<file path="src/rtl/multi_seq_nxm.sv">
// Sequential shift-and-add multiplier: scans the multiplier LSB first, one bit per clock.
// Define MULTI_SIGNED_EN for two's complement operands (final partial product subtracted).
module multi_seq_nxm #(
   parameter int unsigned A_W = 4,
   parameter int unsigned B_W = 4
) (
   input  logic               clk,
   input  logic               clr,
   input  logic               start,
   input  logic [A_W-1:0]     a,
   input  logic [B_W-1:0]     b,
   output logic               busy,
   output logic               done,
   output logic [A_W+B_W-1:0] p
);

   localparam int unsigned P_W = A_W + B_W;
   localparam int unsigned C_W = (A_W > 1) ? $clog2(A_W) : 1;
   localparam logic [C_W-1:0] LAST = C_W'(A_W - 1);

   typedef enum logic [1:0] {
      S_IDLE = 2'd0,
      S_RUN  = 2'd1,
      S_DONE = 2'd2
   } state_t;

   state_t           state_q, state_nxt;
   logic [A_W-1:0]   a_q, a_nxt;
   logic [P_W-1:0]   m_q, m_nxt;
   logic [P_W-1:0]   acc_q, acc_nxt;
   logic [C_W-1:0]   cnt_q, cnt_nxt;
   logic [P_W-1:0]   p_nxt;
   logic             done_nxt;
   logic             busy_nxt;
   logic [P_W-1:0]   b_ext_c;
   logic [P_W-1:0]   addend;
   logic [P_W-1:0]   acc_sum;

   // Multiplicand widened to the product width
`ifdef MULTI_SIGNED_EN
   assign b_ext_c = {{A_W{b[B_W-1]}}, b};
`else
   assign b_ext_c = {{A_W{1'b0}}, b};
`endif

   always_ff @(posedge clk or negedge clr) begin
      if (!clr) state_q <= S_IDLE;
      else      state_q <= state_nxt;
   end

   always_comb begin
      state_nxt = state_q;
      a_nxt     = a_q;
      m_nxt     = m_q;
      acc_nxt   = acc_q;
      cnt_nxt   = cnt_q;
      p_nxt     = p;
      done_nxt  = 1'b0;
      addend    = '0;
      acc_sum   = acc_q;

      case (state_q)
         S_RUN: begin
            addend = a_q[0] ? m_q : '0;
`ifdef MULTI_SIGNED_EN
            // Sign bit of the multiplier carries weight -2^(A_W-1)
            acc_sum = (cnt_q == LAST) ? (acc_q - addend) : (acc_q + addend);
`else
            acc_sum = acc_q + addend;
`endif
            acc_nxt = acc_sum;
            a_nxt   = a_q >> 1;
            m_nxt   = m_q << 1;
            cnt_nxt = cnt_q + C_W'(1);
            if (cnt_q == LAST) begin
               p_nxt     = acc_sum;
               done_nxt  = 1'b1;
               state_nxt = S_DONE;
            end
         end
         default: begin
            if (start) begin
               a_nxt     = a;
               m_nxt     = b_ext_c;
               acc_nxt   = '0;
               cnt_nxt   = '0;
               state_nxt = S_RUN;
            end else if (state_q == S_DONE) begin
               state_nxt = S_IDLE;
            end
         end
      endcase

      busy_nxt = (state_nxt == S_RUN);
   end

   // Datapath and registered outputs
   always_ff @(posedge clk or negedge clr) begin
      if (!clr) begin
         a_q   <= '0;
         m_q   <= '0;
         acc_q <= '0;
         cnt_q <= '0;
         p     <= '0;
         done  <= 1'b0;
         busy  <= 1'b0;
      end else begin
         a_q   <= a_nxt;
         m_q   <= m_nxt;
         acc_q <= acc_nxt;
         cnt_q <= cnt_nxt;
         p     <= p_nxt;
         done  <= done_nxt;
         busy  <= busy_nxt;
      end
   end

endmodule

</file>
<file path="config.mk">
export PLATFORM = sky130hd
export DESIGN_NAME = multi_seq_nxm
export DESIGN_NICKNAME = d
export VERILOG_FILES = /design/src/rtl/multi_seq_nxm.sv
export SDC_FILE = /design/constraint.sdc
export NUM_CORES = 1
export LEC_CHECK = 0
export ABC_CLOCK_PERIOD_IN_PS = 4300
export CORE_MARGIN = 2
export CORE_UTILIZATION = 45
export DETAILED_ROUTE_END_ITERATION = 12
export HOLD_SLACK_MARGIN = 0.08
export PLACE_DENSITY = 0.77
export REMOVE_ABC_BUFFERS = 1
export SLEW_MARGIN = 30
export SYNTH_ARGS = -nofsm -noshare
export SYNTH_HDL_FRONTEND = slang
export SYNTH_SLANG_ARGS = --single-unit
</file>
<file path="constraint.sdc">
create_clock -name clk -period 4.3 [get_ports clk]
set_clock_uncertainty 0.15 [all_clocks]
set_input_delay 0.86 -clock clk [delete_from_list [all_inputs] [get_ports clk]]
set_output_delay 0.86 -clock clk [all_outputs]
set_load 0.02 [all_outputs]
</file>
==> reports/metrics.cfg <==
[status]
status = finished, final reports clean

[sta]
drv_slew = 0
min_period_ns = 2.350
achievable-frequency_mhz = 425.6
rsz0062_at_grt = no
period_share_pct = 54.65
worstMarginPinSlew_ns = 0.7965
tns_ns = 0
maxSlewHeadroom_pct = 46.90
setup_viol_count_final = 0
finalHoldViolations = 0

[grt]
grt_pass1_wl_um = 5754
gr-total-overflow = 0
antenna_found_initial = 0
first_global_vias = 1328
grtUsageTotal_pct = 18.08
grt_max_degree = 35

[final_layout]
area_delta_synth_final_pct = 18.72
final_cells = 239
nets = 211
layout-drive-gt1-share_pct = 6.806
fin_util_pct = 55.48
n_antenna_cell = 0
final_cell_area_mm2 = 0.002016

[clock_network]
htreeDepth = 2
clkSinkCount = 34
cts.repair.resized = 0
cts_hold_buf = 0
post_cts_buffers = 0
cts-root-buf = clkbuf_8
clk_latency_ns = 0.29
cts_tree = yes
cts_made_buffers = 5
cts.reportedPaths.clkPinSlew_ns = 0.06
clk_path_buf_depth = 2

[synthesis]
synth_fa_ha_area_share_pct = 7.074
synth_top_family_by_area = simple AND/OR/NAND/NOR gates
synth_xor_area_share_pct = 2.579
yosysMostFrequentCell = dfrtp_1
synth_top_cell_by_area = dfrtp_1
synth_compound_area_share_pct = 12.45
synth-simple-area-share_pct = 19.01
ys_types = 29
synthCells = 170
async_flop_share_pct = 100.0
synth_area_per_cell_um2 = 9.988
muxShareOfSynthArea_pct = 6.043
synth_edf_count = 0
yosys-top-cells-area = dfrtp_1 (50%), nand2_1 (7.3%), o21ai_0 (6.2%)
synth-main-ff-cell = dfrtp_1
synth_area_mm2 = 0.001698
ys_seq_area_share_pct = 50.11
yosysWarnings = 0
synth_seq_cells = 34
synth_top_area_share_pct = 50.11
synth_commonest_cells = dfrtp_1 (34), nand2_1 (33), o21ai_0 (21)

[setup_path]
crit_path_frequent_cell = o21a_1
crit_fanout = 9
crit_path_end_kind = flip-flop
crit_path_top_delay_cell = dfrtp_1
max_stage_delay_ns = 0.46
crit_arrival_ns = 2.39
critPathRequiredTime_ns = 4.34
startpoint_type = flip-flop
cp_cell_sequence = and2_1 -> ha_1 -> inv_1 -> fa_1 -> nor2b_4 -> o31a_1 -> o21a_1 -> o21a_1 -> o31ai_1
crit_type = reg -> reg

[route]
wl_um = 3310
viasPerCell = 5.251
drt_iter0_markers = 59
post_drt_wl_per_cell_um = 13.85
vias = 1255
dr.pass1.iters = 4
postRouteAntennaNets = 0
route.detailed.drc = 0

[power_and_ir_drop]
vdd_drop_max_mv = 0.3443
pwr-share-comb_pct = 41.0
power.switching_w = 0.0004952
switching_share_pct = 39.12
seq_power_share_pct = 41.8
total_power_w = 0.001266
leakage_nw = 0.9502
powerDensity_mw_per_mm2 = 628.1
p_int_w = 0.0007708
clkPwrFrac_pct = 17.3

[placed_design]
gp_routability_congestion = 0.8327
io_buffers = 20
post-place-cells = 232
placed_area_mm2 = 0.001942
dpl.hpwl_um = 2277

[die]
start_util_pct = 46.73
dieHeight_um = 65.43
dieWidth_um = 65.43
coreArea_mm2 = 0.003633
placementRows = 22
num_io_pins = 21
die-area_mm2 = 0.004280

[min_path]
hold_path.class = reg -> reg

[flow_run]
cap_viol_max_count = 0

==> kinds of logic after synthesis <==
family	Yosys count
DFF	34
muxes	10
adders and majority gates	9
AOI/OAI and AO/OA	36
xor gates and xnor gates	5
and+or+nand+nor	64
buffers and inverters	12
==> power groups by stage <==
stage	combinational [W]	clock (W)	sequential, W
6_report	0.000519	0.000218	0.000529
4_1_cts	0.000524	0.000222	0.000531
5_1_grt	0.000583	0.000244	0.000544
3_5_place_dp	0.000520	0	0.000536
3_3_place_gp	0.000497	0	0.000526
2_1_floorplan	0.000290	0	0.000560
==> metrics by stage <==
stage / setup slack, ns / hold WS [ns]
2_1_floorplan: 2.016 / 0.2992
3_3_place_gp: 1.695 / 0.3105
3_5_place_dp: 1.621 / 0.3217
4_1_cts: 1.920 / 0.3373
5_1_grt: 1.765 / 0.3605
6_report: 1.950 / 0.3304
==> state kept, by name, indices dropped and copies added, names as in the netlist <==
| signal | count |
|---|---|
| p | 8 |
| state_q | 2 |
| cnt_q | 2 |
| a_q | 4 |
| m_q | 8 |
| acc_q | 8 |
| busy | 1 |
| done | 1 |
==> placed cells by master, fill, tap and decap left out <==
cell type	instances
dfrtp_1	34
nand2_1	33
o21ai_0	21
clkdlybuf4s50_1	19
nand3b_1	13
mux2i_1	8
ha_1	8
nor2_1	7
and2_1	6
clkbuf_8	5
inv_1	4
a21oi_1	4
xor2_1	4
o21a_1	3
mux2_2	2
o31ai_1	2
clkinv_2	2
buf_4	2
nor2b_1	1
o211a_1	1
nand2b_1	1
a21o_1	1
a211oi_1	1
o211ai_1	1
xnor2_1	1
nor2b_4	1
o31a_1	1
nor3_1	1
o21bai_1	1
or3_1	1
fa_1	1
buf_2	1
==> area by class of cell <==
cell class                 instances  area (um2)
inverter                           4       15.01
sequential                        34       850.8
multi-input combinational        124       800.8
fill                             354        1618
clock inverter                     2       10.01
clock buffer                       5       68.82
timing repair buffer              22       210.2
tap                               48       60.06
==> final timing paths <==
kind / cells past startpoint / endpoint / from / slack, ns
worst max register to register: 9 / p[6] / a_q[0] / 1.95
worst max-delay path: 9 / p[6] / a_q[0] / 1.95
worst min register to register: 2 / p[5] / p[5] / 0.33
worst min-delay path: 2 / p[5] / p[5] / 0.33
max in group asynchronous: 2 / busy / clr / 2.87
min in group asynchronous: 2 / p[3] / clr / 0.83
==> per-layer routing <==
metal	global-route usage, %	wire length [um]	part of all wire [%]
met5	0	0	0
met4	7.813	46	1.4
met3	5.822	138	4.2
met2	31.12	1658	50
met1	20.54	1466	44
==> worst max-delay path, delay by kind of cell, from the launching register on <==
kind,cells,cell delay [ns]
and+or+nand+nor,2,0.23
DFF,1,0.46
adders and majority gates,2,0.47
AOI/OAI and AO/OA,4,0.86
buffers and inverters,1,0.08
(Power assumes the default switching activity.)
==> RTL edit 1 (config.mk and constraints unchanged) <==
Build with the macro `MULTI_SIGNED_EN` defined.
--- a/src/rtl/multi_seq_nxm.sv
+++ b/src/rtl/multi_seq_nxm.sv
@@ -1,5 +1,7 @@
 // Sequential shift-and-add multiplier: scans the multiplier LSB first, one bit per clock.
 // Define MULTI_SIGNED_EN for two's complement operands (final partial product subtracted).
+`define MULTI_SIGNED_EN
+
 module multi_seq_nxm #(
    parameter int unsigned A_W = 4,
    parameter int unsigned B_W = 4
Behaviour: not the same (a bounded check fails within 10 cycles, from zero or initial values).
==> RTL edit 1 against the original RTL <==
- wire length down 6.8%
- global-route usage down 0.71 points
- area after synthesis up 5.7%
- design area up 6.4%
- synthesized cell count up 12%
- total power up 40%
- sequential cell count unchanged
- worst setup slack worse by 0.53 ns
==> RTL edit 1: results (changes against the original RTL) <==
[power_and_ir_drop]
pg_seq_mw = 0.566  ; +7.0%
p_seq_share_pct = 31.9  ; -9.9 points
comb_cell_power_mw = 0.914  ; +76%
p_leak_nw = 0.952  ; +0.21%
p_int_mw = 1.05  ; +37%

[detailed_routing]
met1Wirelength_um = 1450  ; -1.3%
wl_per_cell_um = 12.0  ; -14%
route.vias.total = 1340  ; +6.8%
dr_wl_met2_um = 1420  ; -14%

[worst_hold_path]
min-delay-start = p[3]$_DFFE_PN0P_
whs_endpoint = p[3]$_DFFE_PN0P_

[global_routing]
grt_use_met2_pct = 27.0  ; -4.1 points
grt_pass1_vias = 1240  ; -6.6%
grt_first_pass_wirelength_um = 5600  ; -2.6%

[placed_design]
dp_hpwl_um = 2190  ; -3.6%
post_dp_cell_area_um2 = 2030  ; +4.6%
place_congestion = 0.758  ; -9.0%
dp_cells = 250  ; +7.8%

[finish]
nets = 229  ; +8.5%
nFillCells = 342  ; -3.4%
drive_gt1_share_pct = 6.19  ; -0.62 points
final-instance-count-excl-fill = 258  ; +7.9%

[critical_path]
crit_arrival_ns = 2.91  ; +0.52 ns
critical_path.max_fanout = 4  ; -5
worstSetupEndpoint = acc_q[7]$_DFFE_PN0P_
reg2reg_slack_ns = 1.42  ; -0.53 ns
cp-startpoint = m_q[3]$_DFFE_PN0P_

[timing]
finalCriticalPeriod_ns = 2.88  ; +0.533 ns
relSlewSlack_pct = 61.5  ; +15 points
fin_hold_ws_ns = 0.325  ; -0.00562 ns

[synth]
synth_compound_area_share_pct = 15.3  ; +2.9 points
synth_mux_area_share_pct = 5.09  ; -0.95 points
syn_inst = 190  ; +12%
synthAdderAreaFrac_pct = 6.69  ; -0.38 points
netlist_top_cells_count = dfrtp_1 (34), nand2_1 (31), o21ai_0 (27)

[run_status]
status = finished, final reports clean

==> RTL edit 1: area by class of cell <==
class | count | area share [%]
timing repair buffer | 22 | 10.0
inverter | 7 | 1.23
tap | 48 | 2.80
multi-input combinational | 139 | 41.0
clock buffer | 5 | 3.21
sequential | 34 | 39.7
clock inverter | 3 | 2.10
==> RTL edit 1: kinds of logic (layout without fill, tap and decap cells) <==
| group | Yosys count | in the layout |
|---|---|---|
| AO/OA/AOI/OAI | 48 | 48 |
| adder cells (fa/ha/maj) | 9 | 9 |
| multiplexers | 9 | 9 |
| buffers and inverters | 17 | 37 |
| XOR/XNOR | 13 | 13 |
| flip-flops | 34 | 34 |
| AND/OR/NAND/NOR | 60 | 60 |
==> RTL edit 1: tightest hold or removal path, stage by stage (launching register included) <==
cell and delay, ns:
dfrtp_1 0.34, nand2_1 0.04, o21ai_0 0.05
==> RTL edit 2 (same settings) <==
Without the edit above. Add an input register stage for `start` and `a`, with the module's reset; this delays them by one clock. The other inputs are not delayed to match.
--- a/src/rtl/multi_seq_nxm.sv
+++ b/src/rtl/multi_seq_nxm.sv
@@ -23,6 +23,19 @@
       S_RUN  = 2'd1,
       S_DONE = 2'd2
    } state_t;
+
+   logic start_q;
+   logic [A_W-1:0] a_r;
+
+   always_ff @(posedge clk or negedge clr) begin
+      if (!clr) begin
+         start_q <= '0;
+         a_r     <= '0;
+      end else begin
+         start_q <= start;
+         a_r     <= a;
+      end
+   end
 
    state_t           state_q, state_nxt;
    logic [A_W-1:0]   a_q, a_nxt;
@@ -79,8 +92,8 @@
             end
          end
          default: begin
-            if (start) begin
-               a_nxt     = a;
+            if (start_q) begin
+               a_nxt     = a_r;
                m_nxt     = b_ext_c;
                acc_nxt   = '0;
                cnt_nxt   = '0;
Check against the original RTL: not equivalent (Yosys sat finds a counterexample within 4 cycles, from zero or initial values).
==> RTL edit 2 against the original RTL <==
- largest power group unchanged
- worst hold slack worse by 0.0023 ns
- sequential cell count up 5
- worst setup slack improved by 0.044 ns
- design area grew 9.2%
- area after synthesis grew 7.4%
- count of clock-buffer cells in the layout is 1 higher
- total power up 9.5%
- wire length down 3.7%
==> RTL edit 2: results (changes against the original RTL) <==
[run_status]
status = finished, final reports clean

[synth]
synth_mux_area_share_pct = 5.63  ; -0.41 points
synth-xor-area-share_pct = 2.40  ; -0.18 points
ys_seq_area_share_pct = 53.5  ; +3.4 points
ys_types = 30  ; +3.4%
synthAdderAreaFrac_pct = 6.59  ; -0.49 points
ys_seq_elements = 39  ; +15%
async_reset_ff_share_pct = 100  ; unchanged
synth_compound_area_share_pct = 11.6  ; -0.85 points
synth_area_leaders = dfrtp_1 (54%), nand2_1 (6.8%), o21ai_0 (5.8%)

[placed_design]
dp_slack_ns = 2.00  ; +0.374 ns
dp_cells = 238  ; +2.6%
dp_hpwl_um = 2170  ; -4.5%
post_dp_cell_area_um2 = 2060  ; +5.9%
place_congestion = 0.822  ; -1.2%

[finish]
nClkBuffers = 6  ; +1
utilization_pct = 55.9  ; +0.38 points
multi_input_area_share_pct = 36.4  ; -3.4 points
drive_gt1_share_pct = 7.11  ; +0.30 points
nonClkBufAreaFrac_pct = 10.5  ; +0.026 points
clock_area_share_pct = 5.34  ; +1.4 points
nets = 216  ; +2.4%
reg_top3 = acc_q x8, m_q x8, p x8
seq_share_pct = 44.3  ; +2.1 points

[global_routing]
grt_max_degree = 40  ; +14%
grt_pass1_vias = 1254  ; -5.6%
track_usage_pct = 16.6  ; -1.5 points
grt_first_pass_wirelength_um = 5620  ; -2.3%

[floorplanning]
num_rows = 23  ; +4.5%

[power_and_ir_drop]
p_leak_nw = 1.03  ; +8.8%
peakVddDrop_v = 0.000260  ; -24%

[timing]
hold_viol = 0  ; unchanged
relSlewSlack_pct = 40.8  ; -6.1 points

[detailed_routing]
vias_per_cell = 5.23  ; -0.31%
first_iter_violations = 78  ; +32%

[clock_tree]
clk_pin_slew_ns = 0.08  ; +0.02 ns
cts-root-buf = clkbuf_8
post_cts_buffers = 0  ; unchanged

## RTL edit 2: changes by cell type in the layout (fill, tap and decap cells not counted)
cell / change
buf_4: -1
buf_16: +1
dfrtp_1: +5
clkinv_2: -1
bufinv_16: +1
clkbuf_8: +1
## RTL edit 2: report_power, final
| part | switching [mW] | leakage (nW) | internal, mW |
|---|---|---|---|
| sequential | 0.0850 | 0.503 | 0.493 |
| clock | 0.127 | 0.0612 | 0.188 |
| combinational | 0.286 | 0.470 | 0.209 |
| total | 0.498 | 1.03 | 0.889 |
## RTL edit 2: cells by family after synthesis
| kind of cell | after synthesis |
|---|---|
| simple gates | 64 |
| flops | 39 |
| compound gates | 36 |
| buf+inv | 12 |
| mux | 10 |
| fa+ha+maj | 9 |
| xor+xnor | 5 |
## RTL edit 2: metal layers
metal  routed length, um  global-route usage, %  share of wire (%)
met2                1470                   24.8                 46
met5                   0                      0                  0
met4                  51                   5.61                1.6
met1                1550                   23.0                 49
met3                 118                   5.00                3.7
## RTL edit 2: path summary, 6_finish.rpt
check | from | end | slack [ns] | cells after the start
min reg2reg | p[5]$_DFFE_PN0P_ | p[5]$_DFFE_PN0P_ | 0.33 | 2
min in group asynchronous | clr | p[6]$_DFFE_PN0P_ | 0.35 | 1
max | a_q[0]$_DFFE_PN0P_ | acc_q[6]$_DFFE_PN0P_ | 1.99 | 9
max in group asynchronous | clr | m_q[3]$_DFFE_PN0P_ | 3.20 | 2
max reg2reg | a_q[0]$_DFFE_PN0P_ | acc_q[6]$_DFFE_PN0P_ | 1.99 | 9
min | p[5]$_DFFE_PN0P_ | p[5]$_DFFE_PN0P_ | 0.33 | 2
